--- config.mk ---
export PLATFORM = sky130hd
export DESIGN_NAME = ks_sum_normalize
export DESIGN_NICKNAME = d
export VERILOG_FILES = /design/src/rtl/ks_pkg.sv /design/src/rtl/ks_lzc24.sv /design/src/rtl/ks_sum_normalize.sv
export SDC_FILE = /design/constraint.sdc
export NUM_CORES = 1
export LEC_CHECK = 0
export BUFFER_PORTS_ARGS = -buffer_cell sky130_fd_sc_hd__buf_2
export CAP_MARGIN = 15
export CORE_AREA = 2 2 185 187
export DETAILED_ROUTE_END_ITERATION = 12
export DIE_AREA = 0 0 187 189
export MAX_ROUTING_LAYER = met4
export SETUP_SLACK_MARGIN = 0.15
export SYNTH_ARGS = -nofsm -noshare
export SYNTH_HDL_FRONTEND = slang
export SYNTH_SLANG_ARGS = --single-unit
--- constraint.sdc ---
create_clock -name clock -period 7.2 [get_ports clock]
set_clock_uncertainty 0.1 [all_clocks]
set_input_delay 1.44 -clock clock [delete_from_list [all_inputs] [get_ports clock]]
set_output_delay 1.44 -clock clock [all_outputs]
set_load 0.005 [all_outputs]
--- src/rtl/ks_pkg.sv ---
// ============================================================================
// Module   : ks_pkg
// Purpose  : Widths and stage payload types for the Kogge-Stone sum/normalize
//            pipeline.
// Revision : 1.0
// ============================================================================
`default_nettype none

package ks_pkg;

    localparam int MANT_W = 24;
    localparam int EXP_W  = 8;
    localparam int SUM_W  = MANT_W + 1;
    localparam int LZC_W  = 5;

    localparam logic [EXP_W-1:0] EXP_MAX = '1;

    typedef struct packed {
        logic [SUM_W-1:0] sum;
        logic             sub;
        logic             sign;
        logic [EXP_W-1:0] exp;
    } s1_t;

    typedef struct packed {
        logic [SUM_W-1:0] mag;
        logic [LZC_W-1:0] lzc;
        logic             sub;
        logic             sign;
        logic [EXP_W-1:0] exp;
    } s2_t;

    typedef struct packed {
        logic              sign;
        logic [EXP_W-1:0]  exp;
        logic [MANT_W-1:0] mant;
        logic              zero;
        logic              ovf;
    } s3_t;

endpackage

`default_nettype wire

--- src/rtl/ks_lzc24.sv ---
// ============================================================================
// Module   : ks_lzc24
// Purpose  : Combinational 24-bit leading-zero counter; all-zero input gives 24.
// Revision : 1.0
// ============================================================================
`default_nettype none

module ks_lzc24
    import ks_pkg::*;
(
    input  logic [MANT_W-1:0] din,
    output logic [LZC_W-1:0]  count
);

    // Ascending scan: the last set bit seen is the most significant one.
    always_comb begin
        count = LZC_W'(MANT_W);
        for (int i = 0; i < MANT_W; i++) begin
            if (din[i]) begin
                count = LZC_W'(MANT_W - 1 - i);
            end
        end
    end

endmodule

`default_nettype wire

--- src/rtl/ks_sum_normalize.sv ---
// ============================================================================
// Module   : ks_sum_normalize
// Purpose  : 3-stage sum / sign-magnitude / normalize pipeline after the last
//            Kogge-Stone prefix stage. Define MAC_FTZ_EN for flush-to-zero
//            underflow; otherwise gradual underflow.
// Revision : 1.0
// ============================================================================
`default_nettype none

module ks_sum_normalize
    import ks_pkg::*;
(
    input  logic              clock,
    input  logic              resetn,
    input  logic              in_valid,
    output logic              in_ready,
    input  logic [SUM_W-1:0]  in_G,
    input  logic [SUM_W-1:0]  in_P0,
    input  logic              in_cin,
    input  logic              in_sub,
    input  logic              in_sign,
    input  logic [EXP_W-1:0]  in_exp,
    output logic              out_valid,
    input  logic              out_ready,
    output logic              out_sign,
    output logic [EXP_W-1:0]  out_exp,
    output logic [MANT_W-1:0] out_mant,
    output logic              out_zero,
    output logic              out_ovf
);

    logic v1, v2, v3;
    logic ld1, ld2, ld3;
    s1_t  s1_q, s1_d;
    s2_t  s2_q, s2_d;
    s3_t  s3_q, s3_d;
    logic [LZC_W-1:0] lzc;
    logic             neg;

    // Carry out of the top bit is not needed for a zero-extended 25-bit sum.
    logic unused_gtop;
    assign unused_gtop = in_G[SUM_W-1];

    assign ld3      = ~v3 | out_ready;
    assign ld2      = ~v2 | ld3;
    assign ld1      = ~v1 | ld2;
    assign in_ready = ld1;

    always_comb begin
        s1_d      = '0;
        s1_d.sum  = in_P0 ^ {in_G[SUM_W-2:0], in_cin};
        s1_d.sub  = in_sub;
        s1_d.sign = in_sign;
        s1_d.exp  = in_exp;
    end

    always_comb begin
        neg       = s1_q.sub & s1_q.sum[SUM_W-1];
        s2_d      = '0;
        s2_d.mag  = neg ? (~s1_q.sum + SUM_W'(1)) : s1_q.sum;
        s2_d.lzc  = lzc;
        s2_d.sub  = s1_q.sub;
        s2_d.sign = s1_q.sign ^ neg;
        s2_d.exp  = s1_q.exp;
    end

    ks_lzc24 u_lzc (
        .din   (s2_d.mag[MANT_W-1:0]),
        .count (lzc)
    );

`ifndef MAC_FTZ_EN
    logic [EXP_W-1:0] sub_shift;
    assign sub_shift = (s2_q.exp == '0) ? '0 : s2_q.exp - EXP_W'(1);
`endif

    logic [EXP_W:0] exp_inc;
    assign exp_inc = {1'b0, s2_q.exp} + (EXP_W+1)'(1);

    always_comb begin
        s3_d      = '0;
        s3_d.sign = s2_q.sign;
        if (!s2_q.sub && s2_q.mag[SUM_W-1]) begin
            if (exp_inc >= {1'b0, EXP_MAX}) begin
                s3_d.ovf = 1'b1;
                s3_d.exp = EXP_MAX;
            end else begin
                s3_d.mant = s2_q.mag[SUM_W-1:1];
                s3_d.exp  = exp_inc[EXP_W-1:0];
            end
        end else if (s2_q.mag == '0) begin
            s3_d.zero = 1'b1;
            s3_d.sign = 1'b0;
        end else if (EXP_W'(s2_q.lzc) < s2_q.exp) begin
            s3_d.mant = s2_q.mag[MANT_W-1:0] << s2_q.lzc;
            s3_d.exp  = s2_q.exp - EXP_W'(s2_q.lzc);
        end else begin
`ifdef MAC_FTZ_EN
            s3_d.zero = 1'b1;
`else
            s3_d.mant = s2_q.mag[MANT_W-1:0] << sub_shift;
`endif
        end
    end

    // Data registers load only behind a valid beat so idle outputs stay at reset value.
    always_ff @(posedge clock or negedge resetn) begin
        if (!resetn) begin
            v1   <= 1'b0;
            v2   <= 1'b0;
            v3   <= 1'b0;
            s1_q <= '0;
            s2_q <= '0;
            s3_q <= '0;
        end else begin
            if (ld1) v1 <= in_valid;
            if (ld2) v2 <= v1;
            if (ld3) v3 <= v2;
            if (ld1 && in_valid) s1_q <= s1_d;
            if (ld2 && v1)       s2_q <= s2_d;
            if (ld3 && v2)       s3_q <= s3_d;
        end
    end

    assign out_valid = v3;
    assign out_sign  = s3_q.sign;
    assign out_exp   = s3_q.exp;
    assign out_mant  = s3_q.mant;
    assign out_zero  = s3_q.zero;
    assign out_ovf   = s3_q.ovf;

endmodule

`default_nettype wire

==> flow_metrics.py <==
metrics = {
    "synth": {
        "muxShareOfSynthArea_pct": 5.83,
        "synth_compound_area_share_pct": 25.1,
        "syn-cell-area_um2": 8220,
        "synth_cells": 983,
        "async_reset_ff_share_pct": 100,
        "sequential_area_share_after_synthesis_pct": 34.4,
        "synth-xor-area-share_pct": 6.27,
        "synth_top_family_by_area": "compound AO/OA/AOI/OAI gates",
        "synthesis.yosys.warnings": 0,
        "synth_enable_flop_cells": 0,
        "postSynthRegisterBits": 113,
        "post_synth_main_area_contributors": "dfrtp_1, nand2_1, xnor2_1",
        "synthMostInstantiatedCell": "nand2_1",
        "dominantRegCellSynth": "dfrtp_1",
        "mappedNetlistNets": 1060,
        "synthDominantAreaCellType": "dfrtp_1",
        "syn_area_per_cell_um2": 8.36,
        "synth_top_cell_area_share_pct": 34.4,
        "yosys.cell_types.count": 79,
        "synth-adder-area-share_pct": 1.92,
        "synthTopCellsByCount": "nand2_1, dfrtp_1, nor2_1, o21ai_0, clkbuf_1",
        "synthSimpleGateAreaFrac_pct": 21.8,
    },
    "hold_path": {
        "hold_path.class": "reg -> reg",
        "worstHoldStart": "out_zero",
        "hold_depth": 2,
        "worst_hold_path.endpoint": "out_zero",
    },
    "floorplanning": {
        "floorplan.io_pins": 102,
        "total_die_area_um2": 35300,
        "fp.coreArea_um2": 33300,
        "num_rows": 67,
        "start_util_pct": 24.7,
        "chipWidth_um": 187,
        "chipHeight_um": 189,
    },
    "clock_tree": {
        "buffer_depth_of_the_longest_clock_path": 2,
        "cts.sinks": 113,
        "clkLatencyLatePin_ns": 0.44,
        "numCtsBuffers": 17,
        "cts.root.buffer_cell": "clkbuf_16",
        "cts.repair_timing.setup_buffer_count": 0,
        "hold_fix_buffer_count_after_cts": 0,
        "tritoncts": "yes",
        "ctsHtreeMaxLevel": 4,
        "clock_pin_slew_reported_for_the_worst_setup_and_hold_paths_after_clock_tree_synthesis_ns": 0.06,
        "ctsResizeCount": 0,
    },
    "power_and_ir_drop": {
        "powerDensity_nw_per_um2": 393,
        "power.static_leakage_nw": 3.92,
        "worst_ir_drop_vdd_mv": 0.198,
        "post-layout-total-power_mw": 3.81,
    },
    "job": {
        "max_cap_viol_count": 0,
    },
    "worst_setup_path": {
        "r2r.worst_path.cells": 12,
        "worstPathRequired_ns": 7.41,
        "criticalPathCategory": "reg -> reg",
        "worstReg2RegStart": "s2_q[0]",
        "worst_r2r_endpoint": "out_mant[6]",
        "crit_path_end_kind": "flop",
        "timing.critical_path.from_type": "flop",
        "maximum_net_fanout_on_the_critical_path": 22,
        "crit_arrival_ns": 4.87,
        "ff_to_ff_setup_slack_ns": 2.54,
    },
    "layout": {
        "fin_nets": 1119,
        "antenna-diode-count": 0,
        "finalNonFillerCells": 1503,
        "share_of_the_core_filled_with_cells_pct": 29.2,
        "design_area_um2": 9710,
        "area_delta_synth_final_pct": 18.2,
        "drive_above_1_share_pct": 18.3,
    },
    "global_routing": {
        "overall_fraction_of_global_route_tracks_in_use_pct": 15.2,
        "antenna_found_initial": 0,
        "gr-total-overflow": 0,
        "grt_max_degree": 76,
        "first_global_vias": 7171,
        "first_pass_grt_wire_length_mm": 41.3,
    },
    "timing": {
        "tightestPinTransition_ns": 0.990,
        "timing.setup.tns_ns": 0,
        "final.period_utilization_pct": 64.7,
        "unrepaired_setup_endpoints_after_global_routing": "false",
        "relSlewSlack_pct": 33.8,
        "setup_viol_count_final": 0,
        "period_needed_ns": 4.66,
        "timing.final.max_slew_violations": 0,
        "final_hold_viol_count": 0,
        "fmax_mhz": 215,
    },
    "drt": {
        "average_via_count_per_standard_cell": 5.06,
        "drc": 0,
        "drt_first_pass_iters": 5,
        "drt.antenna.violating_nets": 0,
        "routed_wl_mm": 25.6,
        "routed_wire_length_per_instance_um": 17.0,
        "routed-via-count": 7607,
        "drt-initial-drc-count": 725,
    },
    "place": {
        "placedCellCount": 1471,
        "post_dp_cell_area_um2": 9070,
        "hpwl_mm": 18.7,
        "place.gp.congestion": 0.919,
        "io_buffer_count": 100,
    },
    "outcome": {
        "status": "finished clean",
    },
}
-- flip-flops by register name, summed over array words and instances (netlist names) --
| register | count |
|---|---|
| s2_q | 40 |
| s1_q | 35 |
| out_mant | 24 |
| out_exp | 8 |
| out_ovf | 1 |
| out_sign | 1 |
| out_valid | 1 |
| out_zero | 1 |
| v1 | 1 |
| v2 | 1 |
-- stage by stage --
stage | hold slack [ns] | setup slack (ns)
global placement | 0.353 | 2.71
detailed placement | 0.359 | 2.69
CTS | 0.374 | 2.64
global route | 0.395 | 2.17
finish | 0.366 | 2.54
floorplan | 0.333 | 3.73
-- critical path: stages, from the launching register on --
cell and delay, ns:
dfrtp_1 0.49, inv_1 0.20, ha_1 0.20, inv_1 0.06, fa_1 0.42, a211oi_2 0.31
o21a_1 0.66, o211ai_1 0.45, nand2_2 0.42, mux2i_1 0.50, mux2i_1 0.25, a221oi_1 0.39
nor2_1 0.08
-- layout by cell type (no fill, tap or decap), types with 8 or more instances in the layout --
cell,netlist,final
o22ai_1,8,8
o211ai_1,21,21
o21ai_0,70,70
xnor2_1,44,44
mux2_2,19,19
nor3_1,16,15
inv_1,21,21
mux2i_1,25,25
and3_1,12,12
nand2_1,123,122
ha_1,11,11
nor2b_1,14,14
nand3_1,38,38
buf_2,7,99
buf_4,3,12
nand2b_1,12,12
dfrtp_1,113,113
nor4_1,10,10
nor2_1,78,78
a211oi_1,19,19
clkbuf_16,0,17
xor2_1,13,13
a21oi_1,46,46
o2111ai_1,22,22
a221oi_1,13,13
nand4_1,9,9
o21a_1,9,9
a31oi_1,16,16
and2_1,17,17
-- cells by family after synthesis --
family / Yosys count
buf+inv: 92
flops: 113
fa+ha+maj: 12
compound gates: 299
simple gates: 364
xor+xnor: 58
mux: 45
-- layer usage --
layer  vias to the layer above  global-route usage, %  part of all wire [%]
li1                       3757                      -                     -
met1                      3548                   22.0                    50
met2                       272                   21.4                    42
met3                        30                   2.89                   6.0
met4                         0                   4.40                   1.5
met5                         -                      -                     0
-- worst max-delay path by stage --
stage          depth (start not counted)          end  slack, ns      from
4_1_cts                               12  out_mant[6]       2.64   s2_q[0]
6_report                              12  out_mant[6]       2.54   s2_q[0]
3_3_place_gp                          12  out_mant[6]       2.71   s2_q[0]
2_1_floorplan                         15  out_mant[8]       3.73   s2_q[0]
3_5_place_dp                          11  out_mant[6]       2.69  s2_q[10]
5_1_grt                               11  out_mant[6]       2.17  s2_q[10]
-- power breakdown --
part	internal (mW)	switching, mW
combinational	0.694	1.06
clock	0.590	0.351
sequential	0.825	0.298
total	2.11	1.70
-- final cells by class --
type	count	area (um^2)
repair buffers	111	586
inverters	21	78.8
fillers	3567	23600
flip-flops and latches	113	2830
well taps	448	561
clock inverters	15	220
clock buffers	17	425
multi-input cells	778	5010
Power figures use the tool's default switching activity.
